--- src/rtl/generic_mem_requester.sv ---
// Request/response front end for a single-port generic_memory: credit-based request
// acceptance, a read-latency flag pipeline and a response FIFO. Optional macro
// GENERIC_MEM_REQ_WACK_EN makes writes return the overwritten data as a response.
module generic_mem_requester #(
  parameter type T            = logic [31:0],
  parameter int  ADDR_W       = 8,
  parameter int  READ_LATENCY = 1,
  parameter int  RSP_DEPTH    = 4
) (
  input  logic                clk,
  input  logic                rst_n,
  input  logic                req_valid,
  output logic                req_ready,
  input  logic                req_write,
  input  logic [ADDR_W-1:0]   req_addr,
  input  logic [$bits(T)-1:0] req_wdata,
  output logic                rsp_valid,
  input  logic                rsp_ready,
  output logic [$bits(T)-1:0] rsp_rdata,
`ifdef GENERIC_MEM_REQ_WACK_EN
  output logic                rsp_is_write,
`endif
  output logic [ADDR_W-1:0]   mem_addr,
  output logic [$bits(T)-1:0] mem_write_data,
  output logic                mem_write_en,
  input  logic [$bits(T)-1:0] mem_read_data
);

  localparam int DW    = $bits(T);
  localparam int PTR_W = (RSP_DEPTH > 1) ? $clog2(RSP_DEPTH) : 1;
  localparam int CNT_W = $clog2(RSP_DEPTH + 1);

  localparam logic [CNT_W-1:0] DEPTH_C  = CNT_W'(RSP_DEPTH);
  localparam logic [PTR_W-1:0] PTR_LAST = PTR_W'(RSP_DEPTH - 1);

`ifdef GENERIC_MEM_REQ_WACK_EN
  localparam bit WACK_EN = 1'b1;
`else
  localparam bit WACK_EN = 1'b0;
`endif

  logic                    accept;
  logic                    credit_take;
  logic                    track_in;
  logic                    push_en;
  logic                    pop;

  logic [CNT_W-1:0]        count_reg;
  logic [CNT_W-1:0]        count_next;
  logic [CNT_W-1:0]        fifo_cnt_reg;
  logic [CNT_W-1:0]        fifo_cnt_next;
  logic [PTR_W-1:0]        wr_ptr_reg;
  logic [PTR_W-1:0]        wr_ptr_next;
  logic [PTR_W-1:0]        rd_ptr_reg;
  logic [PTR_W-1:0]        rd_ptr_next;
  logic [READ_LATENCY-1:0] flag_reg;
  logic [DW-1:0]           fifo_mem [RSP_DEPTH];

  // Gating with rst_n keeps req_ready low while reset is held yet allows an
  // accept on the very first edge after release.
  assign req_ready    = rst_n && (count_reg < DEPTH_C);
  assign accept       = req_valid && req_ready;
  assign credit_take  = accept && (WACK_EN || !req_write);
  assign track_in     = credit_take;

  assign mem_addr       = req_addr;
  assign mem_write_data = req_wdata;
  assign mem_write_en   = accept && req_write;

  assign push_en   = flag_reg[READ_LATENCY-1];
  assign rsp_valid = (fifo_cnt_reg != '0);
  assign pop       = rsp_valid && rsp_ready;
  assign rsp_rdata = rsp_valid ? fifo_mem[rd_ptr_reg] : '0;

  genvar gi;
  generate
    for (gi = 0; gi < READ_LATENCY; gi++) begin : g_stage
      logic stage_in;
      if (gi == 0) begin : g_first
        assign stage_in = track_in;
      end else begin : g_next
        assign stage_in = flag_reg[gi-1];
      end
      always_ff @(posedge clk or negedge rst_n) begin
        if (!rst_n) begin
          flag_reg[gi] <= 1'b0;
        end else begin
          flag_reg[gi] <= stage_in;
        end
      end
    end
  endgenerate

`ifdef GENERIC_MEM_REQ_WACK_EN
  logic [READ_LATENCY-1:0] wflag_reg;
  logic                    fifo_wr_mem [RSP_DEPTH];

  generate
    for (gi = 0; gi < READ_LATENCY; gi++) begin : g_wstage
      logic wstage_in;
      if (gi == 0) begin : g_first
        assign wstage_in = credit_take && req_write;
      end else begin : g_next
        assign wstage_in = wflag_reg[gi-1];
      end
      always_ff @(posedge clk or negedge rst_n) begin
        if (!rst_n) begin
          wflag_reg[gi] <= 1'b0;
        end else begin
          wflag_reg[gi] <= wstage_in;
        end
      end
    end
  endgenerate

  always_ff @(posedge clk) begin
    if (push_en) begin
      fifo_wr_mem[wr_ptr_reg] <= wflag_reg[READ_LATENCY-1];
    end
  end

  assign rsp_is_write = rsp_valid ? fifo_wr_mem[rd_ptr_reg] : 1'b0;
`endif

  always_ff @(posedge clk) begin
    if (push_en) begin
      fifo_mem[wr_ptr_reg] <= mem_read_data;
    end
  end

  // count covers reads in flight plus buffered entries, so the FIFO can never overflow.
  always_comb begin
    count_next = count_reg;
    case ({credit_take, pop})
      2'b10:   count_next = count_reg + 1'b1;
      2'b01:   count_next = count_reg - 1'b1;
      default: count_next = count_reg;
    endcase
  end

  always_comb begin
    fifo_cnt_next = fifo_cnt_reg;
    case ({push_en, pop})
      2'b10:   fifo_cnt_next = fifo_cnt_reg + 1'b1;
      2'b01:   fifo_cnt_next = fifo_cnt_reg - 1'b1;
      default: fifo_cnt_next = fifo_cnt_reg;
    endcase
  end

  always_comb begin
    wr_ptr_next = wr_ptr_reg;
    rd_ptr_next = rd_ptr_reg;
    if (push_en) begin
      wr_ptr_next = (wr_ptr_reg == PTR_LAST) ? '0 : wr_ptr_reg + 1'b1;
    end
    if (pop) begin
      rd_ptr_next = (rd_ptr_reg == PTR_LAST) ? '0 : rd_ptr_reg + 1'b1;
    end
  end

  always_ff @(posedge clk or negedge rst_n) begin
    if (!rst_n) begin
      count_reg    <= '0;
      fifo_cnt_reg <= '0;
      wr_ptr_reg   <= '0;
      rd_ptr_reg   <= '0;
    end else begin
      count_reg    <= count_next;
      fifo_cnt_reg <= fifo_cnt_next;
      wr_ptr_reg   <= wr_ptr_next;
      rd_ptr_reg   <= rd_ptr_next;
    end
  end

endmodule

--- config.mk ---
export PLATFORM = sky130hd
export DESIGN_NAME = generic_mem_requester
export DESIGN_NICKNAME = d
export VERILOG_FILES = /design/src/rtl/generic_mem_requester.sv
export SDC_FILE = /design/constraint.sdc
export NUM_CORES = 1
export LEC_CHECK = 0
export CAP_MARGIN = 20
export CORE_AREA = 2 2 116 118
export CTS_BUF_LIST = sky130_fd_sc_hd__clkbuf_4
export DETAILED_ROUTE_END_ITERATION = 16
export DIE_AREA = 0 0 118 120
export PLACE_DENSITY_LB_ADDON = 0.3
export SLEW_MARGIN = 20
export SYNTH_ARGS = -nofsm -noshare
export SYNTH_HDL_FRONTEND = slang
export SYNTH_SLANG_ARGS = --single-unit
--- constraint.sdc ---
create_clock -name clk -period 1.95 [get_ports clk]
set_clock_uncertainty 0.1 [all_clocks]
set_input_delay 0.39 -clock clk [delete_from_list [all_inputs] [get_ports clk]]
set_output_delay 0.39 -clock clk [all_outputs]
set_load 0.005 [all_outputs]
======== Word level (Yosys, flattened, before mapping) ========
Memory sizes are Yosys's and may differ from the RTL's.
Cells that the tools add are included.
storage, ports and cells
  bits in registers ....................... 11
  bits in latches ......................... 0
  logic and storage cells ................. 35
  memory bits (read-only) ................. 0
  memories ................................ 1
  memory bits (writable) .................. 128
  input bits .............................. 77
operators by class
  eq/ne operators ......................... 6
  magnitude comparators ................... 1
  shifts and indexed selects .............. 0
  bitwise gates (word level) .............. 0
  multiply operators ...................... 0
  reductions and logical operators ........ 9
  multiplexer cells ....................... 7
  div/mod/pow operators ................... 0
  $add $sub $neg .......................... 6
memories
  name      depth  width  rd ports  clocked after memory_dff  write ports  RTL line  source
  fifo_mem  4      32     1         0                         1            57        logic [DW-1:0] fifo_mem [RSP_DEPTH];
operators with widths
  cell                                                                 count
  32-bit 2-to-1 mux                                                    1
  3-bit case mux with 2 select lines                                   2
  2-bit == test (second input constant)                                4
  3-bit by 1-bit adder with 3-bit output (second input constant)       2
  3-bit by 1-bit subtractor with 3-bit output (second input constant)  2
  1-bit logical AND                                                    5
  2-bit by 1-bit adder with 2-bit output (second input constant)       2
  2-bit by 1-bit == test with 1-bit output (second input constant)     2
  2-bit 2-to-1 mux                                                     2
  2-bit nonzero test                                                   2
  3-bit less-than comparator (second input constant)                   1
  3-bit nonzero test                                                   1
  1-bit 2-to-1 mux                                                     2
  1-bit zero test                                                      1

======== Depth between registers and ports, before layout ========
  depth after elaboration ................. 6
  mapped depth ............................ 9

======== Least setup slack after synthesis ========
OpenSTA, ideal clock, no wires.
  path kind ............................... register to register
  from .................................... reg fifo_cnt_reg[2]
  to ...................................... reg fifo_cnt_reg[2]
  cell stages (with the launch flop) ...... 9
  path slack .............................. 0.006 ns
  clock period less this slack ............ 1.944 ns
  buffers on the path ..................... 0
  data required time ...................... 1.725 ns
  arrival ................................. 1.718 ns
  library setup time ...................... 0.125 ns
  cell sequence ........................... dfrtp_1 or3_4 and2_4 ha_1 inv_1 fa_1 xor2_1 nor2_1 xor2_1
between the ends
  word-level cells in the longest chain between the ends .. 4
  elaborated cells between the ends (all ways) .. 8
  classes of those cells .................. 2 x add/sub; 2 x eq/ne; 1 x mux; 3 x reduce/logical
RTL lines
  what                                                                              RTL line  source
  from (decl)                                                                       50        logic [CNT_W-1:0] fifo_cnt_reg;
  from (signal assigned)                                                            169       fifo_cnt_reg <= fifo_cnt_next;
  3-bit nonzero test *                                                              71        assign rsp_valid = (fifo_cnt_reg != '0);
  1-bit logical AND *                                                               72        assign pop = rsp_valid && rsp_ready;
  net pop                                                                           46        logic pop;
  2-bit by 1-bit == test with 1-bit output / 2-bit == test (equally long branches)  143       case ({push_en, pop})
  3-bit case mux with 2 select lines / 2-bit nonzero test (equally long branches)   --
The timed path passes the listed nets; every way through them passes the cells marked *.
A chain may end at the register's enable or synchronous reset.

======== Worst setup path in the final report ========
  from .................................... reg rd_ptr_reg[0]
  to ...................................... out rsp_rdata[16]
between the ends
  word-level cells in the longest chain between the ends .. 2
RTL lines
  what                    RTL line  source
  from (decl)             54        logic [PTR_W-1:0] rd_ptr_reg;
  from (signal assigned)  171       rd_ptr_reg <= rd_ptr_next;
  memory read 4 x 32 bit  --
  32-bit 2-to-1 mux       73        assign rsp_rdata = rsp_valid ? fifo_mem[rd_ptr_reg] : '0;
  to (decl)               19        output logic [$bits(T)-1:0] rsp_rdata,
Every way passes these cells.

==> impl_results.html <==
<table>
<tr><th>Metric</th><th>Value</th></tr>
<tr><th colspan="2">Clock network</th></tr>
<tr><td>TritonCTS clock tree</td><td>done</td></tr>
<tr><td>H-tree level count</td><td>4</td></tr>
<tr><td>Later-pin clock latency in the skew report</td><td>roughly 0.51 ns</td></tr>
<tr><td>Buffer levels on the longest clock path</td><td>2</td></tr>
<tr><td># clock sinks</td><td>139</td></tr>
<tr><td>Number of buffers inserted by hold repair at cts</td><td>0</td></tr>
<tr><td>Worst-path clk slew</td><td>0.12 ns</td></tr>
<tr><td>Buffer cell driving the clock tree root</td><td>sky130_fd_sc_hd__clkbuf_4</td></tr>
<tr><td>Number of buffers created by CTS</td><td>17</td></tr>
<tr><th colspan="2">Power and ir drop</th></tr>
<tr><td>Cell internal power dissipation</td><td>7.368 mW</td></tr>
<tr><td>Standby leakage power</td><td>about 2.6 nW</td></tr>
<tr><td>Total chip power</td><td>approximately 10 mW</td></tr>
<tr><td>Worst IR Drop VDD</td><td>724.6 µV</td></tr>
<tr><td>Clock power frac</td><td>0.206</td></tr>
<tr><td>Ratio of total power to cell area</td><td>1360 nW/µm²</td></tr>
<tr><td>Sequential Power Share</td><td>0.361</td></tr>
<tr><td>Sw Ratio</td><td>0.2634</td></tr>
<tr><td>P_sw</td><td>2.635 mW</td></tr>
<tr><td>Part of the total power dissipated in combinational logic</td><td>0.433</td></tr>
<tr><th colspan="2">Layout</th></tr>
<tr><td>Area added between synthesis and finish</td><td>26.30%</td></tr>
<tr><td>Post-route design area</td><td>7355 µm²</td></tr>
<tr><td>Area of the multi-input gates</td><td>1359 µm²</td></tr>
<tr><td>Post-layout instance count excluding filler cells</td><td>582</td></tr>
<tr><td>Fill count</td><td>1012</td></tr>
<tr><td>Final net count</td><td>approximately 480</td></tr>
<tr><td>Core Util, Final</td><td>0.5666</td></tr>
<tr><td>Max reg flops</td><td>128</td></tr>
<tr><td>Inserted Diodes</td><td>0</td></tr>
<tr><td>Register Area</td><td>4121 µm²</td></tr>
<tr><td>Share of cells above drive strength 1</td><td>0.4828</td></tr>
<tr><th colspan="2">GRT</th></tr>
<tr><td>Via count of the first global-routing pass</td><td>around 3.1k</td></tr>
<tr><td>Global-route congestion overflow total</td><td>0</td></tr>
<tr><td>Number of antenna violations at the first check in global routing</td><td>0</td></tr>
<tr><td>Global-route wire length before repair</td><td>17.02 mm</td></tr>
<tr><td>Maximum number of pins on one net before global-route repair</td><td>21</td></tr>
<tr><td>Combined global-route utilization of all metal layers</td><td>0.1616</td></tr>
<tr><th colspan="2">Run status</th></tr>
<tr><td>Violations in the final reports</td><td>setup timing</td></tr>
<tr><td>Status</td><td>finished with violations</td></tr>
<tr><th colspan="2">STA</th></tr>
<tr><td>Number of pins exceeding their max-slew limit in the final report</td><td>0</td></tr>
<tr><td>Setup tns final</td><td>-17.77 ns</td></tr>
<tr><td>Post-layout minimum cycle time</td><td>2.539 ns</td></tr>
<tr><td>Number of setup violations in the final report</td><td>36</td></tr>
<tr><td>Final hold violations</td><td>0</td></tr>
<tr><td>Least setup slack across all paths after layout</td><td>-0.5888 ns</td></tr>
<tr><td>Relative slew margins</td><td>0.7844</td></tr>
<tr><td>RSZ-0062 raised after global routing</td><td>yes</td></tr>
<tr><td>Transition time of the tightest slew-check pin</td><td>0.3234 ns</td></tr>
<tr><td>Fmax</td><td>between 0.3 and 0.4 GHz</td></tr>
<tr><td>Final period util</td><td>1.302</td></tr>
<tr><th colspan="2">Die</th></tr>
<tr><td>Row count</td><td>42</td></tr>
<tr><td>Die area</td><td>14160 µm²</td></tr>
<tr><td>Vertical die dimension</td><td>120 µm</td></tr>
<tr><td>I/O Pins</td><td>152</td></tr>
<tr><td>Std-Cell Core Area</td><td>12980 µm²</td></tr>
<tr><td>Starting utilization of the core area</td><td>0.4486</td></tr>
<tr><td>Horizontal die dimension</td><td>118 µm</td></tr>
<tr><th colspan="2">Setup path</th></tr>
<tr><td>Family with the most delay on the worst path</td><td>flip-flops</td></tr>
<tr><td>Number of buffer and inverter instances along the worst setup path</td><td>3</td></tr>
<tr><td>Critical Path Max Stage Delay</td><td>0.51 ns</td></tr>
<tr><td>Kind of critical path</td><td>register to output port</td></tr>
<tr><td>Kind of end point of the critical path</td><td>output port</td></tr>
<tr><td>Logic depth of the worst path, buffers included</td><td>5</td></tr>
<tr><td>Cell count of the worst reg-to-reg path</td><td>8</td></tr>
<tr><td>Arrival @ worst endpoint</td><td>about 2.1 ns</td></tr>
<tr><td>Maximum fanout count along the critical path</td><td>6</td></tr>
<tr><td>Most Frequent Cell on Critical Path</td><td>sky130_fd_sc_hd__buf_6</td></tr>
<tr><td>Required time of the worst setup path</td><td>1.46 ns</td></tr>
<tr><td>Element type at the critical path start</td><td>register</td></tr>
<tr><td>Critical Path, Cell by Cell</td><td>buf_8 -&gt; buf_6 -&gt; mux4_2 -&gt; and2_4 -&gt; buf_6</td></tr>
<tr><td>Critical-path top delay cell</td><td>sky130_fd_sc_hd__dfrtp_2</td></tr>
<tr><th colspan="2">Logic synthesis</th></tr>
<tr><td>Post-synth EDFFs</td><td>128</td></tr>
<tr><td>Most used standard cells in the synthesized netlist</td><td>128 x sky130_fd_sc_hd__edfxtp_1, 40 x sky130_fd_sc_hd__buf_4, 36 x sky130_fd_sc_hd__and2_1</td></tr>
<tr><td>Share of synthesized area occupied by flip-flops and latches</td><td>0.7073</td></tr>
<tr><td>Cell count after synthesis</td><td>300</td></tr>
<tr><td>Syn Nets</td><td>386</td></tr>
<tr><td>Ys async rst share</td><td>0.07914</td></tr>
<tr><td>Synth Cell Area</td><td>5823 µm²</td></tr>
<tr><td>Number of distinct library cell variants in the gate-level netlist after synthesis</td><td>26</td></tr>
<tr><td>Dominant register cell in the synthesized netlist</td><td>sky130_fd_sc_hd__edfxtp_1</td></tr>
<tr><td>Ys Warns</td><td>0</td></tr>
<tr><td>Dominant cells by area after synthesis</td><td>sky130_fd_sc_hd__edfxtp_1 66%, sky130_fd_sc_hd__mux4_2 11%, sky130_fd_sc_hd__buf_4 5.2%, sky130_fd_sc_hd__dfrtp_1 4.7%, sky130_fd_sc_hd__and2_1 3.9%</td></tr>
<tr><td>Top-area cell type share of the netlist area</td><td>0.6601</td></tr>
<tr><td>Library cell occupying the most area in the post-synthesis netlist</td><td>sky130_fd_sc_hd__edfxtp_1</td></tr>
<tr><td>Mean cell area of the mapped netlist</td><td>~19 µm²</td></tr>
<tr><td>Post-synthesis register bit count</td><td>139</td></tr>
<tr><td>Most instantiated library cell after synthesis</td><td>sky130_fd_sc_hd__edfxtp_1</td></tr>
<tr><th colspan="2">Placed design</th></tr>
<tr><td>RePlAce Congestion</td><td>0.6996</td></tr>
<tr><td>Detail Placement HPWL</td><td>7.079 mm</td></tr>
<tr><td>Placed cell count</td><td>527</td></tr>
<tr><td>Post-detailed-placement cell area</td><td>6643 µm²</td></tr>
<tr><td>Buffers on Ports</td><td>71</td></tr>
<tr><th colspan="2">Routing</th></tr>
<tr><td>Total Routed Length</td><td>10.82 mm</td></tr>
<tr><td>Number of nets with antenna violations after routing</td><td>0</td></tr>
<tr><td>1st-iter DRT viols</td><td>between 150 and 200</td></tr>
<tr><td>DR WL/cell</td><td>between 15 and 20 µm</td></tr>
<tr><td>Via density per instance</td><td>between 4 and 5</td></tr>
<tr><td>Number of vias after detailed routing</td><td>2873</td></tr>
<tr><td>Pre-antenna DRT Iters</td><td>6</td></tr>
<tr><td>Count of unresolved DRC violations after routing</td><td>0</td></tr>
<tr><th colspan="2">Worst hold path</th></tr>
<tr><td>Worst hold-check path type</td><td>primary input to asynchronous set/reset pin</td></tr>
<tr><th colspan="2">Job</th></tr>
<tr><td>Count of max-cap constraint violations</td><td>0</td></tr>
</table>
cell families (layout without fill, tap and decap cells):
group           Yosys count  in the layout  synth area share
xor+xnor                  6              6          0.009024
mux                      36             36            0.1349
flops                   139            139            0.7073
compound gates            2              2          0.001719
buf+inv                  60            166           0.07477
simple gates             48             48           0.05028
fa+ha+maj                 9              9           0.02192
cells in the final DEF, fill, tap and decap left out, types with 6 or more instances in the layout:
| master | n |
|---|---|
| sky130_fd_sc_hd__buf_4 | 23 |
| sky130_fd_sc_hd__clkdlybuf4s50_1 | 36 |
| sky130_fd_sc_hd__clkbuf_4 | 18 |
| sky130_fd_sc_hd__buf_2 | 7 |
| sky130_fd_sc_hd__inv_1 | 7 |
| sky130_fd_sc_hd__edfxtp_1 | 128 |
| sky130_fd_sc_hd__mux4_2 | 32 |
| sky130_fd_sc_hd__and2_1 | 6 |
| sky130_fd_sc_hd__buf_6 | 48 |
| sky130_fd_sc_hd__buf_12 | 7 |
| sky130_fd_sc_hd__dfrtp_1 | 9 |
| sky130_fd_sc_hd__and2_4 | 27 |
cell type report:
cell class,count,share of cell area
repair buffers,125,0.1752
multi-input cells,101,0.1848
flip-flops and latches,139,0.5604
inverters,9,0.004593
well taps,176,0.02994
clock buffers,18,0.01837
clock inverters,14,0.02671
power by group through the flow:
stage	Sequential, mW	Clock (mW)	Combinational (mW)
after floorplan	3.62	0	1.93
after global placement	3.65	0	3.35
after detailed placement	3.66	0	3.40
after CTS	3.61	2.11	4.27
after global routing	3.63	2.23	4.69
final	3.61	2.06	4.33
final timing paths:
check,startpoint,to,slack (ns)
min reg2reg,count_reg[0],count_reg[0],0.38
min,rst_n,flag_reg,0.09
max,rd_ptr_reg[0],rsp_rdata[16],-0.59
min in group clk,req_valid,flag_reg,0.36
max in group asynchronous,rst_n,rd_ptr_reg[0],1.49
max reg2reg,fifo_cnt_reg[1],count_reg[2],-0.04
what timing repair did:
action,CTS,global route
pin swaps,42,1
gates resized for setup,221,12
setup buffers,22,1
setup endpoints to repair,39,39
layer usage:
metal	part of all wire	track usage	routed length (µm)	vias to the layer above
li1	-	-	-	1288
met5	0	0	0	-
met4	0.028	0.07982	300	0
met3	0.048	0.04610	516	39
met1	0.41	0.1950	4410	1457
met2	0.52	0.2682	5592	89
per-stage QoR:
| stage | hold slack [ns] | setup WS [ns] |
|---|---|---|
| floorplan | -0.005591 | 0.006441 |
| global placement | 0.3618 | -0.4099 |
| detailed placement | 0.3667 | -0.5020 |
| CTS | 0.04719 | -0.6623 |
| global route | 0.05259 | -0.6996 |
| finish | 0.08631 | -0.5888 |
worst reg2reg max path, delay by kind of cell, from the launching register on:
family        cells  cell delay (ns)
flops             1             0.40
xor+xnor          2             0.28
buf+inv           1             0.05
simple gates      3             0.70
fa+ha+maj         2             0.36
No activity file was read; power rests on OpenSTA's default activity.
